### src/rtl/mapper_bus_master_pkg.sv
// Shared types for the mapper bus master: FSM state encoding and the queued command record.
package mapper_bus_master_pkg;

   typedef enum logic [1:0] {
      ST_IDLE   = 2'd0,
      ST_ADDR   = 2'd1,
      ST_ACCESS = 2'd2,
      ST_RESP   = 2'd3
   } state_t;

   typedef struct packed {
      logic        write;
      logic [15:0] addr;
      logic [7:0]  wdata;
   } cmd_t;

endpackage

### src/rtl/mapper_cmd_fifo.sv
// Command FIFO for the mapper bus master; power-of-two depth so pointers wrap naturally.
module mapper_cmd_fifo
   import mapper_bus_master_pkg::*;
#(
   parameter int FIFO_DEPTH = 4
) (
   input  logic clk,
   input  logic reset,
   input  logic push,
   input  cmd_t push_data,
   input  logic pop,
   output cmd_t pop_data,
   output logic full,
   output logic empty
);

   localparam int AW = $clog2(FIFO_DEPTH);

   cmd_t           mem [FIFO_DEPTH];
   logic [AW-1:0]  wr_ptr_reg;
   logic [AW-1:0]  rd_ptr_reg;
   logic [AW:0]    count_reg;
   logic           do_push;
   logic           do_pop;

   assign full     = (count_reg == (AW+1)'(FIFO_DEPTH));
   assign empty    = (count_reg == '0);
   assign do_push  = push && !full;
   assign do_pop   = pop && !empty;
   assign pop_data = mem[rd_ptr_reg];

   always_ff @(posedge clk) begin
      if (reset) begin
         wr_ptr_reg <= '0;
         rd_ptr_reg <= '0;
         count_reg  <= '0;
      end else begin
         if (do_push) wr_ptr_reg <= wr_ptr_reg + 1'b1;
         if (do_pop)  rd_ptr_reg <= rd_ptr_reg + 1'b1;
         // Simultaneous push and pop leaves occupancy unchanged.
         case ({do_push, do_pop})
            2'b10:   count_reg <= count_reg + 1'b1;
            2'b01:   count_reg <= count_reg - 1'b1;
            default: count_reg <= count_reg;
         endcase
      end
   end

   always_ff @(posedge clk) begin
      if (do_push) mem[wr_ptr_reg] <= push_data;
   end

endmodule

### src/rtl/mapper_bus_master.sv
// Drives queued CPU-side accesses into a mapper, one strobe per M2 cycle enable, and returns completions.
module mapper_bus_master
   import mapper_bus_master_pkg::*;
#(
   parameter int FIFO_DEPTH = 4
) (
   input  logic        clk,
   input  logic        reset,
   input  logic        ce,
   input  logic        bus_grant,
   input  logic        cmd_valid,
   output logic        cmd_ready,
   input  logic        cmd_write,
   input  logic [15:0] cmd_addr,
   input  logic [7:0]  cmd_wdata,
   output logic        rsp_valid,
   input  logic        rsp_ready,
   output logic [7:0]  rsp_rdata,
   output logic        rsp_open,
   output logic [15:0] prg_ain,
   output logic        prg_read,
   output logic        prg_write,
   output logic [7:0]  prg_din,
   input  logic [7:0]  prg_dout,
   input  logic        prg_bus_write,
   output logic        busy
);

   state_t state_reg;
   cmd_t   work_reg;
   cmd_t   push_cmd;
   cmd_t   fifo_head;
   logic   fifo_full;
   logic   fifo_empty;
   logic   fifo_pop;

   assign push_cmd  = '{write: cmd_write, addr: cmd_addr, wdata: cmd_wdata};
   assign fifo_pop  = (state_reg == ST_IDLE) && !fifo_empty && bus_grant;
   assign cmd_ready = !fifo_full;
   assign busy      = !fifo_empty || (state_reg != ST_IDLE);

   mapper_cmd_fifo #(
      .FIFO_DEPTH (FIFO_DEPTH)
   ) u_fifo (
      .clk       (clk),
      .reset     (reset),
      .push      (cmd_valid),
      .push_data (push_cmd),
      .pop       (fifo_pop),
      .pop_data  (fifo_head),
      .full      (fifo_full),
      .empty     (fifo_empty)
   );

   always_ff @(posedge clk) begin
      if (reset) begin
         state_reg <= ST_IDLE;
         work_reg  <= '0;
         rsp_valid <= 1'b0;
         rsp_rdata <= 8'h00;
         rsp_open  <= 1'b0;
         prg_ain   <= 16'h0000;
         prg_din   <= 8'h00;
         prg_read  <= 1'b0;
         prg_write <= 1'b0;
      end else begin
         case (state_reg)
            ST_IDLE: begin
               if (fifo_pop) begin
                  work_reg  <= fifo_head;
                  prg_ain   <= fifo_head.addr;
                  prg_din   <= fifo_head.wdata;
                  state_reg <= ST_ADDR;
               end
            end
            ST_ADDR: begin
               // Strobe rises after this ce so the mapper first samples it on the following ce.
               if (ce) begin
                  prg_write <= work_reg.write;
                  prg_read  <= !work_reg.write;
                  state_reg <= ST_ACCESS;
               end
            end
            ST_ACCESS: begin
               if (ce) begin
                  rsp_rdata <= work_reg.write ? 8'h00 : prg_dout;
                  rsp_open  <= work_reg.write ? 1'b0 : !prg_bus_write;
                  rsp_valid <= 1'b1;
                  prg_ain   <= 16'h0000;
                  prg_din   <= 8'h00;
                  prg_read  <= 1'b0;
                  prg_write <= 1'b0;
                  state_reg <= ST_RESP;
               end
            end
            ST_RESP: begin
               if (rsp_ready) begin
                  rsp_valid <= 1'b0;
                  state_reg <= ST_IDLE;
               end
            end
            default: state_reg <= ST_IDLE;
         endcase
      end
   end

endmodule

### config.mk
export PLATFORM = sky130hd
export DESIGN_NAME = mapper_bus_master
export DESIGN_NICKNAME = d
export VERILOG_FILES = /design/src/rtl/mapper_bus_master_pkg.sv /design/src/rtl/mapper_cmd_fifo.sv /design/src/rtl/mapper_bus_master.sv
export SDC_FILE = /design/constraint.sdc
export NUM_CORES = 1
export LEC_CHECK = 0
export BUFFER_PORTS_ARGS = -buffer_cell sky130_fd_sc_hd__clkbuf_2
export CORE_MARGIN = 2
export CORE_UTILIZATION = 39
export DETAILED_ROUTE_END_ITERATION = 10
export PLACE_DENSITY = 0.62
export SYNTH_ARGS = -nofsm -noshare
export SYNTH_HDL_FRONTEND = slang
export SYNTH_SLANG_ARGS = --single-unit
### constraint.sdc
create_clock -name clk -period 2.63 [get_ports clk]
set_input_delay 0.263 -clock clk [delete_from_list [all_inputs] [get_ports clk]]
set_output_delay 0.263 -clock clk [all_outputs]
set_load 0.1 [all_outputs]
Word level (Yosys, flattened, before mapping)
Memory sizes are Yosys's and may differ from the RTL's. A register that Yosys moved wholly into a read port is not among the register bits.
Index checks and enable logic that the tools add are counted.
Widths: inputs -> output; s select.
{"block": "op_classes", "addsub": 4, "eq_ne": 10, "n_mux": 26, "reduce_logical": 22}
{"op": "$mux 16", "count": 2}
{"op": "$pmux 16 s2", "count": 1}
{"op": "$mux 8", "count": 3}
{"op": "$pmux 8 s2", "count": 1}
{"op": "$mux 2", "count": 6}
{"op": "$reduce_bool 2->1", "count": 5}
{"op": "$reduce_and 3->1", "count": 3}
{"op": "$mux 1", "count": 8}
{"op": "$pmux 2 s4", "count": 1}
{"op": "$eq 2x2->1 const B", "count": 3}
{"op": "$ne 2x2->1 const B", "count": 3}
{"op": "$pmux 1 s2", "count": 3}
{"op": "$pmux 3 s2", "count": 1}
{"op": "$add 2x1->2 const B", "count": 2}
{"op": "$eq 2x1->1 const B", "count": 2}
{"op": "$logic_and 1x1->1", "count": 4}
{"op": "$logic_not 1->1", "count": 4}
{"op": "$reduce_and 2->1", "count": 2}
{"op": "$reduce_and 4->1", "count": 1}
{"op": "$add 3x1->3 const B", "count": 1}
{"op": "$eq 3x3->1 const B", "count": 1}
{"op": "$logic_not 3->1", "count": 1}
{"op": "$sub 3x1->3 const B", "count": 1}
{"op": "$logic_not 2->1", "count": 1}
{"op": "2 further kinds", "count": 2}
{"block": "word_totals", "ff_bits": 46, "mem_bits_rw": 100, "output_inout_bits": 38, "mem_count": 1}
{"memory": "u_fifo.mem", "depth": 4, "word_bits": 25, "rd": 1, "rd_ports_with_merged_regs": 1, "write_ports": 1, "line_no": "mapper_cmd_fifo.sv:19", "rtl": "cmd_t mem [FIFO_DEPTH];"}

Depth between registers and ports, before layout
Gate-level depths: netlist (run 1).
{"block": "depth", "ltp_word": 7, "ltp_mapped": 9, "ltp_nobuf": 8}

Cells and area by module
A second synthesis (run 1) with hierarchy kept.
{"block": "unflattened", "cells_unflattened": 349, "hier_area_um2": 5725.5}
{"mod": "mapper_cmd_fifo", "instances": 1, "cells_per_inst": 185, "area_each_um2": 4139.0, "seq_area_each_um2": 3183.1}
{"mod": "mapper_bus_master", "instances": 1, "cells_per_inst": 164, "area_each_um2": 1586.5, "seq_area_each_um2": 780.7}

Least setup slack after synthesis (run 1)
OpenSTA, ideal clock, no wires.
{"block": "synth_timing", "kind": "flip-flop to flip-flop", "startpoint": "register u_fifo.count_reg[0]", "endpoint": "register u_fifo.count_reg[2]", "setup_ns": 0.071, "arrival_time_ns": 2.163, "required_time_ns": 2.559, "slack_ns": 0.397, "path_stages_with_launch": 10, "synth_period_minus_slack_ns": 2.233, "cell_sequence": "dfxtp_1 > or3b_1 > buf_6 > and2_4 > buf_6 > nor2_1 > fa_1 > a211o_2 > a21o_2 > a21oi_1"}
{"element": "start, declared", "line_no": "mapper_cmd_fifo.sv:22", "rtl": "logic [AW:0] count_reg;"}
{"element": "start signal, assigned", "line_no": "mapper_cmd_fifo.sv:42", "rtl": "2'b10: count_reg <= count_reg + 1'b1;"}
{"element": "start signal, assigned", "line_no": "mapper_cmd_fifo.sv:43", "rtl": "2'b01: count_reg <= count_reg - 1'b1;"}
{"element": "start signal, assigned", "line_no": "mapper_cmd_fifo.sv:44", "rtl": "default: count_reg <= count_reg;"}
{"element": "$eq 3x3->1 (*)", "line_no": "mapper_cmd_fifo.sv:26", "rtl": "assign full = (count_reg == (AW+1)'(FIFO_DEPTH));"}
{"element": "$logic_not 1->1 (*)"}
{"element": "named net cmd_ready", "line_no": "mapper_bus_master.sv:12", "rtl": "output logic cmd_ready,"}
{"element": "$logic_and 1x1->1 (*)", "line_no": "mapper_cmd_fifo.sv:28", "rtl": "assign do_push = push && !full;"}
{"element": "$eq 2x1->1 / $eq 2x2->1 (equally long branches)", "line_no": "mapper_cmd_fifo.sv:41", "rtl": "case ({do_push, do_pop})"}
{"element": "$pmux 3 s2 / $reduce_bool 2->1 (equally long branches)"}
Mark *: on every way through the listed nets, which the timed path passes. The rest lies on a longest branch.
A chain may end at the register's enable or synchronous reset.

Worst setup path after layout (run 1)
{"block": "layout_timing", "startpoint": "register u_fifo.count_reg[0]", "endpoint": "register u_fifo.count_reg[2]"}
{"block": "layout_via", "elab_chain_cells": 7}
{"element": "$logic_not 3->1", "line_no": "mapper_cmd_fifo.sv:27", "rtl": "assign empty = (count_reg == '0);"}
{"element": "$logic_not 1->1", "line_no": "mapper_cmd_fifo.sv:29, mapper_bus_master.sv:38"}
{"element": "$logic_and 1x1->1 (2 in series)", "line_no": "mapper_bus_master.sv:38", "rtl": "assign fifo_pop = (state_reg == ST_IDLE) && !fifo_empty && bus_grant;"}
{"element": "$logic_and 1x1->1", "line_no": "mapper_cmd_fifo.sv:29", "rtl": "assign do_pop = pop && !empty;"}
{"element": "$eq 2x1->1 / $eq 2x2->1 (equally long branches)", "line_no": "mapper_cmd_fifo.sv:41"}
{"element": "$pmux 3 s2 / $reduce_bool 2->1 (equally long branches)"}
Parallel ways exist; a longest one is shown, timed or not.

==> reports/results.ini, run 1 <==
[timing]
setup_tns_ps = 0
worst_pin_slew_ps = 791
finalCritPeriodShare_pct = 88.9
fin_skew_ps = 5.20
maxSlewHeadroom_pct = 47.3
rsz0062_at_grt = false
fmax_ghz = 0.428
slew_viol_final = 0
worst_slack_ps = 291
hold_viol = 0
min_period_ps = 2340
finalSetupViolations = 0
whs_ps = 64.5

[global_routing]
grt_pass1_wl_um = 17000
grt_max_degree = 49
grt_overflow_total = 0
grt_use_total_pct = 14.5
antenna_found_initial = 0
grt_pass1_vias = 3269

[drt]
vias = 3186
dr.pass1.iters = 5
drc = 0
wl_per_cell_um = 16.5
viasPerCell = 4.93
routed_wl_um = 10700
ant_nets = 0
first_iter_violations = 222

[die]
die_h_um = 125
rows = 44
initial_core_util_pct = 39.7
core_region_area_um2 = 14400
die-area_um2 = 15700
io_pins = 78
die_x_um = 125

[synth]
synth_area_per_cell_um2 = 15.4
ys_ff_latch = 148
synth_cell_types = 39
yosys_warnings = 0
synth_top_area_share_pct = 52.4
synth_edf_count = 100
ys_seq_area_share_pct = 69.2
synth_fp_nets = 421
syn-cell-area_um2 = 5730
synth_area_leaders = edfxtp_1, dfxtp_1, mux4_2
synthCells = 371
synth_most_common_cell = edfxtp_1
synthTopCellsByCount = edfxtp_1, dfxtp_1, nand2_1, nor2_1
yosysTopAreaCell = edfxtp_1
async_reset_ff_share_pct = 0
synth_ff_type = edfxtp_1

[clock_tree]
holdBufCountCts = 0
path_clk_slew_ps = 60
cts_resized = 0
postCtsSetupRepairBufs = 0
cts_buffers = 17
htreeDepth = 4
clk_latency_ps = 410
cts_tree = yes
clockBufferDepth = 2
clock-sinks = 148
cts.root.buffer_cell = clkbuf_16

[setup_path]
cp-start-kind = flop
required_ps = 2970
cp_cell_sequence = o311ai_2 -> nor2_1 -> fa_1 -> a211o_2 -> a21o_2 -> a21oi_1
critical_path_class = reg2reg
crit_path_max_incr_delay_ps = 680
r2r_start = u_fifo.count_reg[0]
r2r_setup_slack_ps = 290
startpoint = u_fifo.count_reg[0]
endpoint = u_fifo.count_reg[2]
worstSetupEndpointType = flop
crit_slowest_cell = o311ai_2
cp.arrival_ps = 2680
ff2ff_path_depth = 6
critPathMaxFanout = 7
r2r-end = u_fifo.count_reg[2]

[power_and_ir_drop]
peakVddDrop_mv = 0.532
swShare_pct = 39.6
pwr-share-seq_pct = 36.4
power.share.clock_pct = 28.8
power_leakage_nw = 2.50
p_per_area_nw_per_um2 = 1260
combinationalPowerShare_pct = 34.9
power_switching_w = 0.00343
intPower_w = 0.00524

[layout]
diodes = 0
reg_top3 = u_fifo.mem (100), prg_ain (16)
final_cells = 646
fillers = 1266
largest_reg_flops = 100
drive_above_1_share_pct = 32.5
nets = 499
area_delta_synth_final_pct = 20.4
regMostFlops = u_fifo.mem
post-route-util_pct = 47.8

[place]
placed_cells = 614
place_worst_setup_slack_ps = 288
globalplace.congestion = 0.736
portBuffers = 77
hpwl_um = 6480

[min_path]
min_from = cmd_addr[8]
min_path_type = in2reg

[job]
drv_cap = 0

[status]
status = finished clean

[power groups by stage]
stage	Sequential, W	Combinational, W	Clock [W]
global route	0.00321	0.00321	0.00265
global placement	0.00319	0.00304	0
CTS	0.00316	0.00307	0.00255
detailed placement	0.00321	0.00307	0
finish	0.00315	0.00302	0.00250
floorplan	0.00437	0.00133	0
[worst min-delay path by stage]
stage / end / cells after the start / slack (ps)
finish: u_fifo.mem[3][16] / 1 / 60
global route: u_fifo.mem[0][2] / 1 / 50
CTS: u_fifo.mem[2][8] / 1 / 50
detailed placement: rsp_valid / 2 / 470
global placement: rsp_valid / 2 / 460
floorplan: u_fifo.mem[0][0] / 0 / 360
[area by class of cell]
| class | instances | area (µm²) | share of cell area, % |
|---|---|---|---|
| sequential | 148 | 3970 | 57.5 |
| multi-input combinational | 194 | 1630 | 23.6 |
| timing repair buffer | 82 | 435 | 6.32 |
| clock buffer | 19 | 433 | 6.28 |
| tap | 184 | 230 | 3.34 |
| clock inverter | 13 | 180 | 2.61 |
| inverter | 6 | 22.5 | 0.327 |
[critical path: cells and delay by family (launching register included)]
kind	cells	cell delay, ps
fa+ha+maj	1	460
simple gates	1	160
compound gates	4	1270
flops	1	380
[cell families after synthesis]
| family | count (synthesis) | synth area share [%] |
|---|---|---|
| XOR/XNOR | 4 | 0.743 |
| adder cells (fa/ha/maj) | 10 | 2.32 |
| AO/OA/AOI/OAI | 47 | 4.85 |
| buffers and inverters | 29 | 2.45 |
| multiplexers | 30 | 10.8 |
| AND/OR/NAND/NOR | 103 | 9.62 |
| flip-flops | 148 | 69.2 |
[placed cells by master, fill, tap and decap left out, drive strengths merged, types with 2 or more instances in the layout]
master / synthesis / layout
a21oi: 12 / 12
and3: 4 / 4
buf: 8 / 5
bufinv: 0 / 4
clkbuf: 15 / 96
clkinv: 0 / 5
clkinvlp: 0 / 2
dfxtp: 48 / 48
edfxtp: 100 / 100
ha: 9 / 9
inv: 6 / 8
mux2i: 4 / 4
mux4: 25 / 25
nand2: 30 / 30
nand2b: 3 / 3
nand3b: 24 / 24
nor2: 26 / 26
nor3: 3 / 3
nor3b: 8 / 8
o21ai: 25 / 25
xnor2: 3 / 3
[stage by stage]
stage          power [W]  area (µm²)
5_1_grt          0.00908        6890
3_5_place_dp     0.00628        6280
4_1_cts          0.00879        6890
3_3_place_gp     0.00623        6280
6_report         0.00867        6890
2_1_floorplan    0.00570        5730
[metal layers]
layer / vias up / global-route usage [%] / wire length, µm
met5: - / 0 / 0
met4: 0 / 6.60 / 179
met3: 16 / 5.05 / 548
met2: 77 / 23.9 / 5420
met1: 1547 / 17.0 / 4540
li1: 1546 / - / -
(Power assumes the default switching activity.)
==> inputs of run 2 (changes only) <==
--- a/config.mk
+++ b/config.mk
@@ -6,7 +6,6 @@
 export NUM_CORES = 1
 export LEC_CHECK = 0
 export BUFFER_PORTS_ARGS = -buffer_cell sky130_fd_sc_hd__clkbuf_2
-export CORE_MARGIN = 2
 export CORE_UTILIZATION = 39
 export DETAILED_ROUTE_END_ITERATION = 10
 export PLACE_DENSITY = 0.62
==> reports/results.ini, run 2 (synthesized netlist as in run 1, its figures left out) <==
[setup_path]
cp_cell_sequence = or3b_1 -> and2_4 -> nor2_1 -> fa_1 -> a211o_2 -> a21o_2 -> a21oi_1
crit_slowest_cell = dfxtp_1
crit_path_max_incr_delay_ps = 470
worstSetupEndpointType = flop
cp.arrival_ps = 2490
required_ps = 2970
critPathMaxFanout = 8
ff2ff_path_depth = 7
startpoint = u_fifo.count_reg[0]
r2r_start = u_fifo.count_reg[0]
critical_path_class = reg2reg
cp-start-kind = flop

[die]
io_pins = 78
die_x_um = 123
initial_core_util_pct = 40.6
rows = 43
core_region_area_um2 = 14100
die-area_um2 = 15200
die_h_um = 123

[drt]
drc = 0
wl_per_cell_um = 16.2
vias = 3225
first_iter_violations = 162
ant_nets = 0
dr.pass1.iters = 5
routed_wl_um = 10400
viasPerCell = 5.01

[timing]
slew_viol_final = 0
setup_tns_ps = 0
finalCritPeriodShare_pct = 81.5
worst_pin_slew_ps = 772
min_period_ps = 2140
whs_ps = 65.1
finalSetupViolations = 0
hold_viol = 0
fmax_ghz = 0.466
fin_skew_ps = 6.88
maxSlewHeadroom_pct = 48.6
rsz0062_at_grt = false
worst_slack_ps = 486

[global_routing]
grt_overflow_total = 0
grt_pass1_vias = 3152
grt_use_total_pct = 15.2
grt_max_degree = 49
grt_pass1_wl_um = 16500
antenna_found_initial = 0

[layout]
diodes = 0
post-route-util_pct = 48.6
nets = 501
fillers = 1243
largest_reg_flops = 100
area_delta_synth_final_pct = 19.7
regMostFlops = u_fifo.mem
multi_input_area_um2 = 1630
reg_top3 = u_fifo.mem (100), prg_ain (16)
area.sequential_um2 = 3970
drive_above_1_share_pct = 32.8
final_common_cell = edfxtp_1
layout_common_cells = edfxtp_1, clkbuf_2, dfxtp_1, nand2_1

[clock_tree]
path_clk_slew_ps = 60
cts_buffers = 17
clk_latency_ps = 420
cts_resized = 0
clock-sinks = 148
cts_tree = yes
cts.root.buffer_cell = clkbuf_16
htreeDepth = 4
holdBufCountCts = 0
postCtsSetupRepairBufs = 0
clockBufferDepth = 2

[place]
portBuffers = 77
globalplace.congestion = 0.679
hpwl_um = 6460
place_worst_setup_slack_ps = 504

[power_and_ir_drop]
p_per_area_nw_per_um2 = 1240
pwr-share-seq_pct = 37.1
swShare_pct = 39.9
intPower_w = 0.00511
combinationalPowerShare_pct = 35.4
power_switching_w = 0.00339
power.share.clock_pct = 27.4
power.total_w = 0.00850
power_leakage_nw = 2.50
peakVddDrop_mv = 0.599

[status]
status = finished clean

[min_path]
min_path_type = in2reg
min_from = cmd_addr[10]
hold_depth = 1

[job]
drv_cap = 0

## run 2: metrics by stage
stage	std cells	cell area, µm²
final	644	6860
after global routing	644	6860
after floorplan	371	5730
after global placement	612	6280
after CTS	644	6860
after detailed placement	612	6280
## run 2: layout make-up
type                            instances  share of cell area (%)
Timing Repair Buffer                   84                    6.39
Clock inverter                         10                    1.53
Sequential cell                       148                    57.8
Multi-Input combinational cell        194                    23.7
Tap cell                              180                    3.29
Inverter                                6                   0.329
Clock buffer                           22                    6.92
## run 2: final timing paths
path | end | slack [ps]
setup reg to reg | u_fifo.count_reg[2] | 490
hold / removal | u_fifo.mem[2][18] | 70
setup / recovery | u_fifo.count_reg[2] | 490
hold reg to reg | rsp_valid | 490
## run 2: metal layers
metal	global-route usage, %	part of all wire [%]
met1	18.7	44
met2	24.3	50
met3	4.98	4.8
met4	6.63	1.5
met5	0	0
## run 2: power groups by stage
stage | registers, W | clock network (W) | logic (W)
after floorplan | 0.00437 | 0 | 0.00133
after global placement | 0.00319 | 0 | 0.00302
after detailed placement | 0.00321 | 0 | 0.00305
after CTS | 0.00316 | 0.00238 | 0.00306
after global routing | 0.00322 | 0.00247 | 0.00321
final | 0.00316 | 0.00233 | 0.00301
## run 2: worst max-delay path: cells and delay by family (launching register included)
| kind | cells | cell delay [ps] |
|---|---|---|
| AO/OA/AOI/OAI | 3 | 600 |
| adder cells (fa/ha/maj) | 1 | 440 |
| flip-flops | 1 | 470 |
| AND/OR/NAND/NOR | 3 | 560 |
